==> src/rtl/toaplan2_sdram_responder_pkg.sv <==
//------------------------------------------------------------------------------
// Module   : toaplan2_sdram_pkg
// Brief    : Shared FSM state encoding and constants for the SDRAM responder.
// Revision : 1.0 - initial release
//------------------------------------------------------------------------------
`default_nettype none

package toaplan2_sdram_pkg;

  typedef enum logic [2:0] {
    ST_IDLE    = 3'd0,
    ST_WR      = 3'd1,
    ST_RD_CMD  = 3'd2,
    ST_RD_DATA = 3'd3,
    ST_REF     = 3'd4
  } state_t;

  localparam int BANKS = 4;

  // A set mask bit means that byte is left untouched in memory.
  localparam logic       MASK_SKIP_BYTE = 1'b1;
  localparam logic [1:0] MASK_ALL_BYTES = {2{~MASK_SKIP_BYTE}};

endpackage

`default_nettype wire

==> src/rtl/toaplan2_sdram_responder_if.sv <==
//------------------------------------------------------------------------------
// Module   : toaplan2_sdram_responder_if
// Brief    : Loader/bank-read request bus and single-port memory command bus.
// Revision : 1.0 - initial release
//------------------------------------------------------------------------------
`default_nettype none

interface toaplan2_sdram_responder_if #(
  parameter int AW = 22
);
  logic          downloading;
  logic          prog_we;
  logic [AW-1:0] prog_addr;
  logic [15:0]   prog_data;
  logic [1:0]    prog_mask;
  logic [1:0]    prog_ba;
  logic          prog_rdy;
  logic [AW-1:0] ba0_addr;
  logic [AW-1:0] ba1_addr;
  logic [AW-1:0] ba2_addr;
  logic [AW-1:0] ba3_addr;
  logic [3:0]    ba_rd;
  logic [3:0]    ba_ack;
  logic [3:0]    ba_dst;
  logic [3:0]    ba_dok;
  logic [3:0]    ba_rdy;
  logic [15:0]   data_read;
  logic          mem_req;
  logic          mem_we;
  logic [1:0]    mem_ba;
  logic [AW-1:0] mem_addr;
  logic [15:0]   mem_din;
  logic [1:0]    mem_mask;
  logic          mem_ref;
  logic          mem_gnt;
  logic          mem_dvalid;
  logic [15:0]   mem_dout;

  modport slave (
    input  downloading, prog_we, prog_addr, prog_data, prog_mask, prog_ba,
    input  ba0_addr, ba1_addr, ba2_addr, ba3_addr, ba_rd,
    input  mem_gnt, mem_dvalid, mem_dout,
    output prog_rdy, ba_ack, ba_dst, ba_dok, ba_rdy, data_read,
    output mem_req, mem_we, mem_ba, mem_addr, mem_din, mem_mask, mem_ref
  );

  modport master (
    output downloading, prog_we, prog_addr, prog_data, prog_mask, prog_ba,
    output ba0_addr, ba1_addr, ba2_addr, ba3_addr, ba_rd,
    output mem_gnt, mem_dvalid, mem_dout,
    input  prog_rdy, ba_ack, ba_dst, ba_dok, ba_rdy, data_read,
    input  mem_req, mem_we, mem_ba, mem_addr, mem_din, mem_mask, mem_ref
  );
endinterface

`default_nettype wire

==> src/rtl/toaplan2_sdram_responder_arb.sv <==
//------------------------------------------------------------------------------
// Module   : toaplan2_rr_arb4
// Brief    : 4-way round-robin arbiter; search starts at i_ptr.
// Revision : 1.0 - initial release
//------------------------------------------------------------------------------
`default_nettype none

module toaplan2_rr_arb4
  import toaplan2_sdram_pkg::*;
(
  input  logic [BANKS-1:0] i_req,
  input  logic [1:0]       i_ptr,
  output logic [BANKS-1:0] o_grant,
  output logic [1:0]       o_grant_idx,
  output logic             o_any
);

  logic [1:0] w_idx;

  // Scan from the farthest offset down so the nearest requester wins last.
  always_comb begin
    o_grant     = '0;
    o_grant_idx = i_ptr;
    o_any       = 1'b0;
    w_idx       = i_ptr;
    for (int i = BANKS - 1; i >= 0; i--) begin
      w_idx = i_ptr + 2'(i);
      if (i_req[w_idx]) begin
        o_grant     = BANKS'(1) << w_idx;
        o_grant_idx = w_idx;
        o_any       = 1'b1;
      end
    end
  end

endmodule

`default_nettype wire

==> src/rtl/toaplan2_sdram_responder.sv <==
//------------------------------------------------------------------------------
// Module   : toaplan2_sdram_responder
// Brief    : Serialises loader writes and 4 bank reads onto one memory port.
//            Optional refresh slots with macro TOAPLAN2_SDRAM_REFRESH_EN.
// Revision : 1.0 - initial release
//------------------------------------------------------------------------------
`default_nettype none

module toaplan2_sdram_responder
  import toaplan2_sdram_pkg::*;
#(
  parameter int AW    = 22,
  parameter int BURST = 2
`ifdef TOAPLAN2_SDRAM_REFRESH_EN
  ,
  parameter int REF_INT = 384
`endif
) (
  input  logic                      CLK,
  input  logic                      RESET_N,
  toaplan2_sdram_responder_if.slave bus
);

  localparam logic [1:0] c_LAST_BEAT = 2'(BURST - 1);

  state_t           r_state;
  logic [1:0]       r_ptr;
  logic [1:0]       r_bank;
  logic [BANKS-1:0] r_bank_oh;
  logic [1:0]       r_beat;
  logic             r_we_guard;
  logic [BANKS-1:0] r_ack_hold;

  logic             r_prog_rdy;
  logic [BANKS-1:0] r_ba_ack;
  logic [BANKS-1:0] r_ba_dst;
  logic [BANKS-1:0] r_ba_dok;
  logic [BANKS-1:0] r_ba_rdy;
  logic [15:0]      r_data_read;
  logic             r_mem_req;
  logic             r_mem_we;
  logic [1:0]       r_mem_ba;
  logic [AW-1:0]    r_mem_addr;
  logic [15:0]      r_mem_din;
  logic [1:0]       r_mem_mask;

  logic [BANKS-1:0] w_rd_req;
  logic [BANKS-1:0] w_grant;
  logic [1:0]       w_grant_idx;
  logic             w_rd_any;
  logic             w_wr_req;
  logic             w_take_wr;
  logic [AW-1:0]    w_rd_addr;

  // A bank is masked during its ACK cycle and the one after, covering a late drop.
  assign w_rd_req  = bus.ba_rd & ~(r_ba_ack | r_ack_hold);
  assign w_wr_req  = bus.prog_we & ~r_we_guard;
  assign w_take_wr = w_wr_req & (bus.downloading | ~w_rd_any);

  toaplan2_rr_arb4 u_arb (
    .i_req       (w_rd_req),
    .i_ptr       (r_ptr),
    .o_grant     (w_grant),
    .o_grant_idx (w_grant_idx),
    .o_any       (w_rd_any)
  );

  always_comb begin
    w_rd_addr = bus.ba0_addr;
    case (w_grant_idx)
      2'd0:    w_rd_addr = bus.ba0_addr;
      2'd1:    w_rd_addr = bus.ba1_addr;
      2'd2:    w_rd_addr = bus.ba2_addr;
      default: w_rd_addr = bus.ba3_addr;
    endcase
  end

`ifdef TOAPLAN2_SDRAM_REFRESH_EN
  localparam logic [8:0] c_REF_LAST = 9'(REF_INT - 1);

  logic [8:0] r_ref_cnt;
  logic       r_ref_due;
  logic       r_mem_ref;

  always_ff @(posedge CLK or negedge RESET_N) begin
    if (!RESET_N) begin
      r_ref_cnt <= '0;
      r_ref_due <= 1'b0;
    end else if (r_state == ST_REF && bus.mem_gnt) begin
      r_ref_cnt <= '0;
      r_ref_due <= 1'b0;
    end else if (r_ref_cnt == c_REF_LAST) begin
      r_ref_due <= 1'b1;
    end else begin
      r_ref_cnt <= r_ref_cnt + 9'd1;
    end
  end

  assign bus.mem_ref = r_mem_ref;
`else
  assign bus.mem_ref = 1'b0;
`endif

  always_ff @(posedge CLK or negedge RESET_N) begin
    if (!RESET_N) begin
      r_state     <= ST_IDLE;
      r_ptr       <= '0;
      r_bank      <= '0;
      r_bank_oh   <= '0;
      r_beat      <= '0;
      r_we_guard  <= 1'b0;
      r_ack_hold  <= '0;
      r_prog_rdy  <= 1'b0;
      r_ba_ack    <= '0;
      r_ba_dst    <= '0;
      r_ba_dok    <= '0;
      r_ba_rdy    <= '0;
      r_data_read <= '0;
      r_mem_req   <= 1'b0;
      r_mem_we    <= 1'b0;
      r_mem_ba    <= '0;
      r_mem_addr  <= '0;
      r_mem_din   <= '0;
      r_mem_mask  <= '0;
`ifdef TOAPLAN2_SDRAM_REFRESH_EN
      r_mem_ref   <= 1'b0;
`endif
    end else begin
      r_prog_rdy <= 1'b0;
      r_ba_ack   <= '0;
      r_ba_dst   <= '0;
      r_ba_dok   <= '0;
      r_ba_rdy   <= '0;
      r_ack_hold <= r_ba_ack;
      if (!bus.prog_we) r_we_guard <= 1'b0;

      case (r_state)
        ST_IDLE: begin
`ifdef TOAPLAN2_SDRAM_REFRESH_EN
          if (r_ref_due) begin
            r_mem_ref <= 1'b1;
            r_state   <= ST_REF;
          end else
`endif
          if (w_take_wr) begin
            r_mem_req  <= 1'b1;
            r_mem_we   <= 1'b1;
            r_mem_ba   <= bus.prog_ba;
            r_mem_addr <= bus.prog_addr;
            r_mem_din  <= bus.prog_data;
            r_mem_mask <= bus.prog_mask;
            r_state    <= ST_WR;
          end else if (w_rd_any) begin
            r_mem_req  <= 1'b1;
            r_mem_we   <= 1'b0;
            r_mem_ba   <= w_grant_idx;
            r_mem_addr <= w_rd_addr;
            r_mem_din  <= '0;
            r_mem_mask <= MASK_ALL_BYTES;
            r_bank     <= w_grant_idx;
            r_bank_oh  <= w_grant;
            r_ptr      <= w_grant_idx + 2'd1;
            r_state    <= ST_RD_CMD;
          end
        end
        ST_WR: begin
          if (bus.mem_gnt) begin
            r_mem_req  <= 1'b0;
            r_prog_rdy <= 1'b1;
            r_we_guard <= 1'b1;
            r_state    <= ST_IDLE;
          end
        end
        ST_RD_CMD: begin
          if (bus.mem_gnt) begin
            r_mem_req <= 1'b0;
            r_ba_ack  <= r_bank_oh;
            r_beat    <= '0;
            r_state   <= ST_RD_DATA;
          end
        end
        ST_RD_DATA: begin
          if (bus.mem_dvalid) begin
            r_data_read <= bus.mem_dout;
            r_ba_dok    <= r_bank_oh;
            if (r_beat == 2'd0) r_ba_dst <= r_bank_oh;
            if (r_beat == c_LAST_BEAT) begin
              r_ba_rdy <= r_bank_oh;
              r_state  <= ST_IDLE;
            end else begin
              r_beat <= r_beat + 2'd1;
            end
          end
        end
`ifdef TOAPLAN2_SDRAM_REFRESH_EN
        ST_REF: begin
          if (bus.mem_gnt) begin
            r_mem_ref <= 1'b0;
            r_state   <= ST_IDLE;
          end
        end
`endif
        default: r_state <= ST_IDLE;
      endcase
    end
  end

  assign bus.prog_rdy  = r_prog_rdy;
  assign bus.ba_ack    = r_ba_ack;
  assign bus.ba_dst    = r_ba_dst;
  assign bus.ba_dok    = r_ba_dok;
  assign bus.ba_rdy    = r_ba_rdy;
  assign bus.data_read = r_data_read;
  assign bus.mem_req   = r_mem_req;
  assign bus.mem_we    = r_mem_we;
  assign bus.mem_ba    = r_mem_ba;
  assign bus.mem_addr  = r_mem_addr;
  assign bus.mem_din   = r_mem_din;
  assign bus.mem_mask  = r_mem_mask;

endmodule

`default_nettype wire

==> src/flat_wrapper.sv <==
// flat-port wrapper written by rule: the top's interface ports become plain ports
module toaplan2_sdram_responder_flat import toaplan2_sdram_pkg::*;
#(
  parameter int AW    = 22,
  parameter int BURST = 2

)
  (CLK, RESET_N, bus_downloading, bus_prog_we, bus_prog_addr, bus_prog_data, bus_prog_mask, bus_prog_ba, bus_ba0_addr, bus_ba1_addr, bus_ba2_addr, bus_ba3_addr, bus_ba_rd, bus_mem_gnt, bus_mem_dvalid, bus_mem_dout, bus_prog_rdy, bus_ba_ack, bus_ba_dst, bus_ba_dok, bus_ba_rdy, bus_data_read, bus_mem_req, bus_mem_we, bus_mem_ba, bus_mem_addr, bus_mem_din, bus_mem_mask, bus_mem_ref);
  toaplan2_sdram_responder_if #(.AW(AW)) bus_i ();
  input  logic CLK;
  input  logic RESET_N;
  input wire logic [$bits(bus_i.downloading)-1:0] bus_downloading;
  input wire logic [$bits(bus_i.prog_we)-1:0] bus_prog_we;
  input wire logic [$bits(bus_i.prog_addr)-1:0] bus_prog_addr;
  input wire logic [$bits(bus_i.prog_data)-1:0] bus_prog_data;
  input wire logic [$bits(bus_i.prog_mask)-1:0] bus_prog_mask;
  input wire logic [$bits(bus_i.prog_ba)-1:0] bus_prog_ba;
  input wire logic [$bits(bus_i.ba0_addr)-1:0] bus_ba0_addr;
  input wire logic [$bits(bus_i.ba1_addr)-1:0] bus_ba1_addr;
  input wire logic [$bits(bus_i.ba2_addr)-1:0] bus_ba2_addr;
  input wire logic [$bits(bus_i.ba3_addr)-1:0] bus_ba3_addr;
  input wire logic [$bits(bus_i.ba_rd)-1:0] bus_ba_rd;
  input wire logic [$bits(bus_i.mem_gnt)-1:0] bus_mem_gnt;
  input wire logic [$bits(bus_i.mem_dvalid)-1:0] bus_mem_dvalid;
  input wire logic [$bits(bus_i.mem_dout)-1:0] bus_mem_dout;
  output wire logic [$bits(bus_i.prog_rdy)-1:0] bus_prog_rdy;
  output wire logic [$bits(bus_i.ba_ack)-1:0] bus_ba_ack;
  output wire logic [$bits(bus_i.ba_dst)-1:0] bus_ba_dst;
  output wire logic [$bits(bus_i.ba_dok)-1:0] bus_ba_dok;
  output wire logic [$bits(bus_i.ba_rdy)-1:0] bus_ba_rdy;
  output wire logic [$bits(bus_i.data_read)-1:0] bus_data_read;
  output wire logic [$bits(bus_i.mem_req)-1:0] bus_mem_req;
  output wire logic [$bits(bus_i.mem_we)-1:0] bus_mem_we;
  output wire logic [$bits(bus_i.mem_ba)-1:0] bus_mem_ba;
  output wire logic [$bits(bus_i.mem_addr)-1:0] bus_mem_addr;
  output wire logic [$bits(bus_i.mem_din)-1:0] bus_mem_din;
  output wire logic [$bits(bus_i.mem_mask)-1:0] bus_mem_mask;
  output wire logic [$bits(bus_i.mem_ref)-1:0] bus_mem_ref;
  assign bus_i.downloading = bus_downloading;
  assign bus_i.prog_we = bus_prog_we;
  assign bus_i.prog_addr = bus_prog_addr;
  assign bus_i.prog_data = bus_prog_data;
  assign bus_i.prog_mask = bus_prog_mask;
  assign bus_i.prog_ba = bus_prog_ba;
  assign bus_i.ba0_addr = bus_ba0_addr;
  assign bus_i.ba1_addr = bus_ba1_addr;
  assign bus_i.ba2_addr = bus_ba2_addr;
  assign bus_i.ba3_addr = bus_ba3_addr;
  assign bus_i.ba_rd = bus_ba_rd;
  assign bus_i.mem_gnt = bus_mem_gnt;
  assign bus_i.mem_dvalid = bus_mem_dvalid;
  assign bus_i.mem_dout = bus_mem_dout;
  assign bus_prog_rdy = bus_i.prog_rdy;
  assign bus_ba_ack = bus_i.ba_ack;
  assign bus_ba_dst = bus_i.ba_dst;
  assign bus_ba_dok = bus_i.ba_dok;
  assign bus_ba_rdy = bus_i.ba_rdy;
  assign bus_data_read = bus_i.data_read;
  assign bus_mem_req = bus_i.mem_req;
  assign bus_mem_we = bus_i.mem_we;
  assign bus_mem_ba = bus_i.mem_ba;
  assign bus_mem_addr = bus_i.mem_addr;
  assign bus_mem_din = bus_i.mem_din;
  assign bus_mem_mask = bus_i.mem_mask;
  assign bus_mem_ref = bus_i.mem_ref;
  toaplan2_sdram_responder #(.AW(AW), .BURST(BURST)) u_core (.CLK(CLK), .RESET_N(RESET_N), .bus(bus_i));
endmodule
==> config.mk <==
export PLATFORM = sky130hd
export DESIGN_NAME = toaplan2_sdram_responder_flat
export DESIGN_NICKNAME = d
export VERILOG_FILES = /design/src/rtl/toaplan2_sdram_responder_pkg.sv /design/src/rtl/toaplan2_sdram_responder_if.sv /design/src/rtl/toaplan2_sdram_responder_arb.sv /design/src/rtl/toaplan2_sdram_responder.sv /design/src/flat_wrapper.sv
export SDC_FILE = /design/constraint.sdc
export NUM_CORES = 1
export LEC_CHECK = 0
export BUFFER_PORTS_ARGS = -buffer_cell sky130_fd_sc_hd__buf_4
export CAP_MARGIN = 10
export CORE_AREA = 2 2 102 104
export DETAILED_ROUTE_END_ITERATION = 10
export DIE_AREA = 0 0 104 106
export PLACE_DENSITY = 0.84
export SYNTH_ARGS = -nofsm -noshare
export SYNTH_HDL_FRONTEND = slang
export SYNTH_HIERARCHICAL = 1
export SYNTH_SLANG_ARGS = --single-unit
==> constraint.sdc <==
create_clock -name CLK -period 9.7 [get_ports CLK]
set_input_delay 0.97 -clock CLK [delete_from_list [all_inputs] [get_ports CLK]]
set_output_delay 0.97 -clock CLK [all_outputs]
set_load 0.005 [all_outputs]
Yosys cells after proc, flatten, opt, wreduce, memory -nomap -nowiden
Index checks and enable logic that the tools add are counted.
Cells by class
  muxes and demuxes: 61
  divide/modulo/power cells: 0
  multiply operators: 0
  shift-type cells: 4
  reduce and logical (&&, ||, !) cells: 13
  order comparisons: 4
  equality and inequality tests: 13
  add/subtract/negate cells: 5
  bitwise operators: 9
Operators by type and width (number)
  case mux 22 bit (3 select lines): 1
  two-way mux 4 bit: 14
  two-way mux 22 bit: 2
  two-way mux 16 bit: 2
  two-way mux 2 bit: 11
  two-way mux 1 bit: 18
  two-way mux 3 bit: 6
  << shifter 1 x 2 -> 4 bit (first input constant): 4
  < comparator 2 x 3 -> 1 bit (second input constant): 4
  case mux 3 bit (4 select lines): 1
  binary-select mux 1 bit (select 2 bit): 4
  inequality test 2 bit (second input constant): 4
  adder 2 x 1 -> 2 bit (second input constant): 3
  == test 3 x 2 -> 1 bit (second input constant): 2
  AND reduction 3 bit: 2
  nonzero test 2 bit: 3
  AND reduction 5 bit: 1
  adder 2 bit (second input constant): 2
  AND 4 bit: 1
  == test 2 x 1 -> 1 bit (second input constant): 2
  logical NOT 2 bit: 2
  inequality test 2 x 1 -> 1 bit (second input constant): 2
  inverter 4 bit: 1
  OR 4 bit: 1
  12 further kinds: 16
Word-level totals
  bits in latches: 0
  input bits: 156
  word-level logic and storage cells: 127
  memory bits (read-only): 0
  RAM bits: 0
  output and inout bits: 78
  bits in registers: 93
  memories kept: 0

Logic depth before layout (Yosys ltp)
  depth in word-level cells: 14
  depth in mapped cells: 16
  mapped depth without buffers: 12

Cells and area by module
Netlist, hierarchy kept.
Modules (own cells, without submodules)
  toaplan2_sdram_responder: instances 1, sequential area each 2302.2 µm², area each 4316.6 µm², cells an instance 395
  toaplan2_rr_arb4: instances 1, sequential area each 0.0 µm², area each 498.0 µm², cells an instance 69

Worst setup path before layout
Ideal clock, no wire load.
  path kind: input -> register
  start: input bus_ba_rd[2]
  end: register u_core.r_mem_addr[10], in the netlist u_core/bus.mem_addr[10]
  data arrival time: 3.331 ns
  setup time: 0.127 ns
  setup slack: 6.242 ns
  required time: 9.573 ns
  path buffers: 1
  cell stages on the path: 12
  cells stage by stage: nor3b_1 inv_1 o21ai_0 o22ai_1 a221oi_1 inv_1 ha_1 buf_1 a222oi_1 mux2i_1 nor2_1 o21ai_0
Between the ends
  elaborated cells between the ends (all ways): 28
  those cells by class: eq/ne: 2; mux: 19; bitwise: 4; reduce/logical: 3
RTL lines
  start, declared: RTL line flat_wrapper.sv:22  | input wire logic [$bits(bus_i.ba_rd)-1:0] bus_ba_rd;
  AND 4 bit (*): RTL line toaplan2_sdram_responder.sv:56  | assign w_rd_req = bus.ba_rd & ~(r_ba_ack | r_ack_hold);
  binary-select mux 1 bit (select 2 bit): RTL line toaplan2_sdram_responder_arb.sv:28  | if (i_req[w_idx]) begin
  two-way mux 1 bit (implied by the code): RTL line toaplan2_sdram_responder_arb.sv:28
  two-way mux 2 bit (3 in series): RTL line toaplan2_sdram_responder_arb.sv:28
  two-way mux 2 bit (*): RTL line toaplan2_sdram_responder_arb.sv:28
  named net u_core.w_grant_idx[1]: RTL line toaplan2_sdram_responder.sv:49  | logic [1:0] w_grant_idx;
  == test 2 bit (tied with other cells): RTL line toaplan2_sdram_responder.sv:70  | case (w_grant_idx)
  case mux 22 bit (3 select lines) (*): RTL line toaplan2_sdram_responder.sv:70
  two-way mux 22 bit (*): RTL line toaplan2_sdram_responder.sv:153  | end else if (w_rd_any) begin
  two-way mux 22 bit (*): RTL line toaplan2_sdram_responder.sv:145  | if (w_take_wr) begin
  end signal, assigned: RTL line toaplan2_sdram_responder.sv:149  | r_mem_addr <= bus.prog_addr;
  end signal, assigned: RTL line toaplan2_sdram_responder.sv:157  | r_mem_addr <= w_rd_addr;
  end, declared: RTL line toaplan2_sdram_responder.sv:43  | logic [AW-1:0] r_mem_addr;
Mark *: on every way through the listed nets, which the timed path passes. The rest lies on a longest branch. The select of a mux whose other input is x is not followed.
A chain may end at the register's enable or synchronous reset.

Worst setup path in the final report
  start: register u_core.r_ptr[0]
  end: register u_core.r_mem_addr[1], in the netlist u_core/bus.mem_addr[1]
Between the ends
  elaborated cells between the ends (all ways): 30
  those cells by class: add/sub: 3; eq/ne: 2; mux: 19; bitwise: 3; reduce/logical: 3
RTL lines
  start, declared: RTL line toaplan2_sdram_responder.sv:27  | logic [1:0] r_ptr;
  start signal, assigned: RTL line toaplan2_sdram_responder.sv:162  | r_ptr <= w_grant_idx + 2'd1;
  adder 2 bit: RTL line toaplan2_sdram_responder_arb.sv:27  | w_idx = i_ptr + 2'(i);
  binary-select mux 1 bit (select 2 bit): RTL line toaplan2_sdram_responder_arb.sv:28
  two-way mux 1 bit (implied by the code): RTL line toaplan2_sdram_responder_arb.sv:28
  two-way mux 2 bit (3 in series): RTL line toaplan2_sdram_responder_arb.sv:28
  two-way mux 2 bit (*): RTL line toaplan2_sdram_responder_arb.sv:28
  named net u_core.w_grant_idx[1]: RTL line toaplan2_sdram_responder.sv:49
  == test 2 bit (tied with other cells): RTL line toaplan2_sdram_responder.sv:70
  case mux 22 bit (3 select lines) (*): RTL line toaplan2_sdram_responder.sv:70
  two-way mux 22 bit (*): RTL line toaplan2_sdram_responder.sv:153
  two-way mux 22 bit (*): RTL line toaplan2_sdram_responder.sv:145
Marks and branches as above.

==> run summary <==
The run gives 4303 as the number of global-route vias before repair. For the final database, setup skew stands at 13.1 ps. The aggregate global routing overflow was 0; the share of post-route cells with drive strength above 1 was 41.1%. The die width is 104 µm, and the number of antenna cells inserted is 0. The sum of routed wire length over all layers was 14.5 mm. Adding up every negative setup slack in the final design gives 0 ps. Data on the critical path is required at its endpoint by 9980 ps. The finished layout holds 820 standard cells, fillers aside. The first global-routing pass estimated 22.7 mm of wire.

The source of the critical timing path was u_core/r_ptr[0]. The tools report the number of distinct library cell variants in the gate-level netlist after synthesis as 41. The library cell contributing the largest single delay on the critical path was sky130_fd_sc_hd__ha_1. The signal on the critical path passes through inv_1 > ha_1 > nand2_1 > o21ai_0 > a22o_1 > a221oi_1 > ha_1 > a222oi_1 > mux2i_1 > nor2_1 > o21ai_0. In this run the tightest slew margin relative to its limit is 21.1%. After clock tree synthesis, the setup repair step added 0 buffers. The count of nets left with antenna violations after detail routing was 0; the max-capacitance violation count was 0.

When the netlist entered floorplanning its net count stood at 638. Of the total power, the clock network draws 12.8%. For the max-slew violation count, the log shows 0. After clock tree synthesis, the clock-pin slew on the worst setup and hold paths is 90 ps.

The register bit total from synthesis is 92. In the final routed layout, each cell accounts on average for 17.7 µm. The post-placement cell count came out at 803. The critical path is of the register to register type. Summing the sequential cell areas from Yosys gives 47.8% of the chip area. The class of the worst hold path was register to register.

After synthesis the cells add up to 4810 µm². STA classifies the critical path startpoint as a register. For the maximum frequency from static timing analysis, the log shows 242 MHz. Cell internal power was estimated by the tool at 1.34 mW. In this run the worst path has a maximum fanout of 22. The tools report the count of final setup violators as 0.

The total CTS buffers came out at 9. The iteration count of the initial detailed-routing pass was 9. In this run the count of I/O pins placed on the die edge is 234. Setup repair after global routing left no endpoint under its margin. The startpoint identified for the worst register-to-register timing path is u_core/r_ptr[0]. The run gives 4420 ps as the arrival time of the worst setup path.

Dividing the detail-routed via count by the number of cells gives 5.52. Of all flip-flops after synthesis, the portion carrying an async set or reset was 100%. For this design the total switching power over the nets is 0.934 mW.

The proportion of power drawn by combinational gates came out at 58.3%. The synthesized design contains 0 enable-type register cells. The flow ran to the end, and the final reports show no timing, DRC or antenna violations.

The slew at the pin closest to its max-slew limit was 1180 ps; the number of buffers inserted for hold repair after clock tree synthesis was 0. Registers are responsible for 29.0% of the overall power. The post-layout minimum cycle time was 4140 ps. The number of design-rule violations left by the first detailed-router iteration is 495. For this run, the leading register cell type out of synthesis is sky130_fd_sc_hd__dfrtp_1. In this run switching power makes up 41.1% of total power. The logs give 360 ps for the clock network latency to the later pin of the worst-skew pair and 11000 µm² for the die footprint. No sink is reached through more buffers than the 2 on the longest clock path. In this run the tool buffered the top-level ports with 232 buffer cells.

Entering global routing, the biggest net connects 55 pins. Routability-driven placement finished with a final weighted congestion of 0.935. The floorplan step defined a core boundary enclosing 10000 µm². The final layout contains 853 nets. Counting every instance in the synthesized netlist gives 464. After floorplanning, the core was divided into 37 placement rows. The H-tree was split into 3 levels.

For the static leakage power, the log shows 3.54 nW. On the worst path, the slowest cell contributes a delay of 800 ps. The Yosys step of the flow raised 6 warnings. The tree is rooted in a sky130_fd_sc_hd__clkbuf_8. The final count of hold timing violations was 0; the height of the die was 106 µm. Summed over all nets, the half-perimeter wirelength after detailed placement is 10.9 mm. TritonCTS built the clock tree. Dividing total power by cell area gives a power density of 332 nW/µm².

In this run the most critical hold path is launched from u_core/bus.ba_ack[3]. The area added between synthesis and finish is 42.1%. After layout, the worst path uses 42.7% of the clock period.

After detailed routing, the number of remaining DRC violations is 0. The via count of the routed design was 4526; the clock sink total was 92. A synthesized cell averages 10.4 µm². Gates resized during post-CTS repair numbered 0. The tools report the type of destination of the critical path as a register. Summing internal, switching and leakage power gives 2.27 mW. Initial cell density of the core: 48.1%.

Global routing used 25.8% of the available tracks across all layers. The initial antenna violation count was 0. Across the VDD grid, the largest voltage drop is 0.000198 V.
-- per-stage QoR --
stage	setup WS [ps]	hold WS [ps]	util (%)	area, µm²
after CTS	5600	424	68.2	6820
after global placement	5450	388	65.9	6590
after floorplan	6240	397	-	4810
after detailed placement	5320	403	65.9	6590
after global routing	5160	433	68.4	6840
final	5560	418	68.4	6840
-- sequential cells by signal (all words and copies together), names as in the netlist --
signal,flops
u_core/bus.ba_ack,4
u_core/bus.ba_dok,4
u_core/bus.ba_dst,4
u_core/bus.ba_rdy,4
u_core/bus.data_read,16
u_core/bus.mem_addr,22
u_core/bus.mem_ba,2
u_core/bus.mem_din,16
u_core/bus.mem_mask,2
u_core/bus.mem_req,1
u_core/bus.mem_we,1
u_core/bus.prog_rdy,1
u_core/r_ack_hold,4
u_core/r_bank_oh,4
u_core/r_beat,2
u_core/r_ptr,2
u_core/r_state,2
u_core/r_we_guard,1
-- logic make-up after synthesis --
kind of cell	share of synthesized area, %
adders and majority gates	4.68
muxes	12.4
DFF	47.8
buffers and inverters	6.31
other	0.0779
and+or+nand+nor	10.8
AOI/OAI and AO/OA	17.9
-- path summary, 6_finish.rpt --
path,end,slack [ps],cells after the start
max in group asynchronous,u_core/bus.mem_mask[0],8060,2
min in group asynchronous,u_core/r_beat[0],570,1
setup / recovery,u_core/bus.mem_addr[1],5560,11
hold reg to reg,u_core/r_ack_hold[3],420,0
setup reg to reg,u_core/bus.mem_addr[1],5560,11
hold / removal,u_core/r_ack_hold[3],420,0
-- worst max-delay path: cells and delay by family (launching register included) --
kind	cells	cell delay, ps
adder cells (fa/ha/maj)	2	1280
buffers and inverters	1	260
AO/OA/AOI/OAI	5	1270
multiplexers	1	270
flip-flops	1	770
AND/OR/NAND/NOR	2	190
-- synth_stat cells, types with 2 or more instances --
cell | number | area share (%)
sky130_fd_sc_hd__a21o_1 | 3 | 0.47
sky130_fd_sc_hd__a21oi_1 | 32 | 3.3
sky130_fd_sc_hd__a222oi_1 | 22 | 4.6
sky130_fd_sc_hd__a22o_1 | 19 | 3.5
sky130_fd_sc_hd__a2bb2oi_1 | 2 | 0.36
sky130_fd_sc_hd__a31oi_1 | 4 | 0.52
sky130_fd_sc_hd__and2_1 | 3 | 0.39
sky130_fd_sc_hd__and3_1 | 17 | 2.2
sky130_fd_sc_hd__buf_1 | 3 | 0.23
sky130_fd_sc_hd__buf_2 | 15 | 1.6
sky130_fd_sc_hd__buf_6 | 3 | 0.70
sky130_fd_sc_hd__clkbuf_1 | 10 | 0.78
sky130_fd_sc_hd__dfrtp_1 | 92 | 48
sky130_fd_sc_hd__ha_1 | 18 | 4.7
sky130_fd_sc_hd__inv_1 | 37 | 2.9
sky130_fd_sc_hd__mux2_2 | 22 | 5.1
sky130_fd_sc_hd__mux2i_1 | 26 | 5.4
sky130_fd_sc_hd__mux4_2 | 4 | 1.9
sky130_fd_sc_hd__nand2_1 | 48 | 3.7
sky130_fd_sc_hd__nand2b_1 | 2 | 0.26
sky130_fd_sc_hd__nand3b_1 | 2 | 0.31
sky130_fd_sc_hd__nor2_1 | 26 | 2.0
sky130_fd_sc_hd__nor2b_1 | 2 | 0.26
sky130_fd_sc_hd__nor2b_4 | 2 | 0.57
sky130_fd_sc_hd__nor3b_1 | 4 | 0.62
sky130_fd_sc_hd__o211ai_1 | 2 | 0.31
sky130_fd_sc_hd__o21ai_0 | 29 | 3.0
sky130_fd_sc_hd__o22ai_1 | 2 | 0.26
-- routing by layer --
layer | GRT usage [%] | part of all wire (%) | vias up
met5 | 0 | 0 | -
met1 | 34.0 | 40 | 2229
met2 | 42.9 | 51 | 189
met4 | 8.59 | 1.9 | 0
li1 | - | - | 2087
met3 | 5.09 | 6.6 | 21
-- power by group through the flow --
stage | clock network [mW] | registers, mW | logic, mW
finish | 0.290 | 0.659 | 1.32
global route | 0.312 | 0.680 | 1.44
CTS | 0.298 | 0.659 | 1.30
detailed placement | 0 | 0.667 | 1.29
global placement | 0 | 0.655 | 1.26
floorplan | 0 | 0.645 | 0.857
-- layout by cell type, fill, tap and decap left out, types with 3 or more instances in the layout --
cell	Yosys	final
sky130_fd_sc_hd__mux2i_1	26	26
sky130_fd_sc_hd__nand2_1	48	48
sky130_fd_sc_hd__a22o_1	19	19
sky130_fd_sc_hd__inv_1	37	37
sky130_fd_sc_hd__a21o_1	3	3
sky130_fd_sc_hd__and2_1	3	3
sky130_fd_sc_hd__a31oi_1	4	4
sky130_fd_sc_hd__nor3b_1	4	4
sky130_fd_sc_hd__mux4_2	4	4
sky130_fd_sc_hd__o21ai_0	29	29
sky130_fd_sc_hd__a21oi_1	32	32
sky130_fd_sc_hd__mux2_2	22	22
sky130_fd_sc_hd__nor2_1	26	26
sky130_fd_sc_hd__a222oi_1	22	22
sky130_fd_sc_hd__buf_4	1	235
sky130_fd_sc_hd__ha_1	18	18
sky130_fd_sc_hd__and3_1	17	17
sky130_fd_sc_hd__dfrtp_1	92	92
sky130_fd_sc_hd__clkbuf_8	0	9
-- cell type report --
| type | count | area (µm²) |
|---|---|---|
| well taps | 136 | 170 |
| multi-input cells | 303 | 2220 |
| repair buffers | 236 | 1790 |
| flip-flops and latches | 92 | 2300 |
| fillers | 761 | 3160 |
| clock buffers | 10 | 128 |
| inverters | 37 | 139 |
| clock inverters | 6 | 96.3 |
Power figures use the tool's default switching activity.
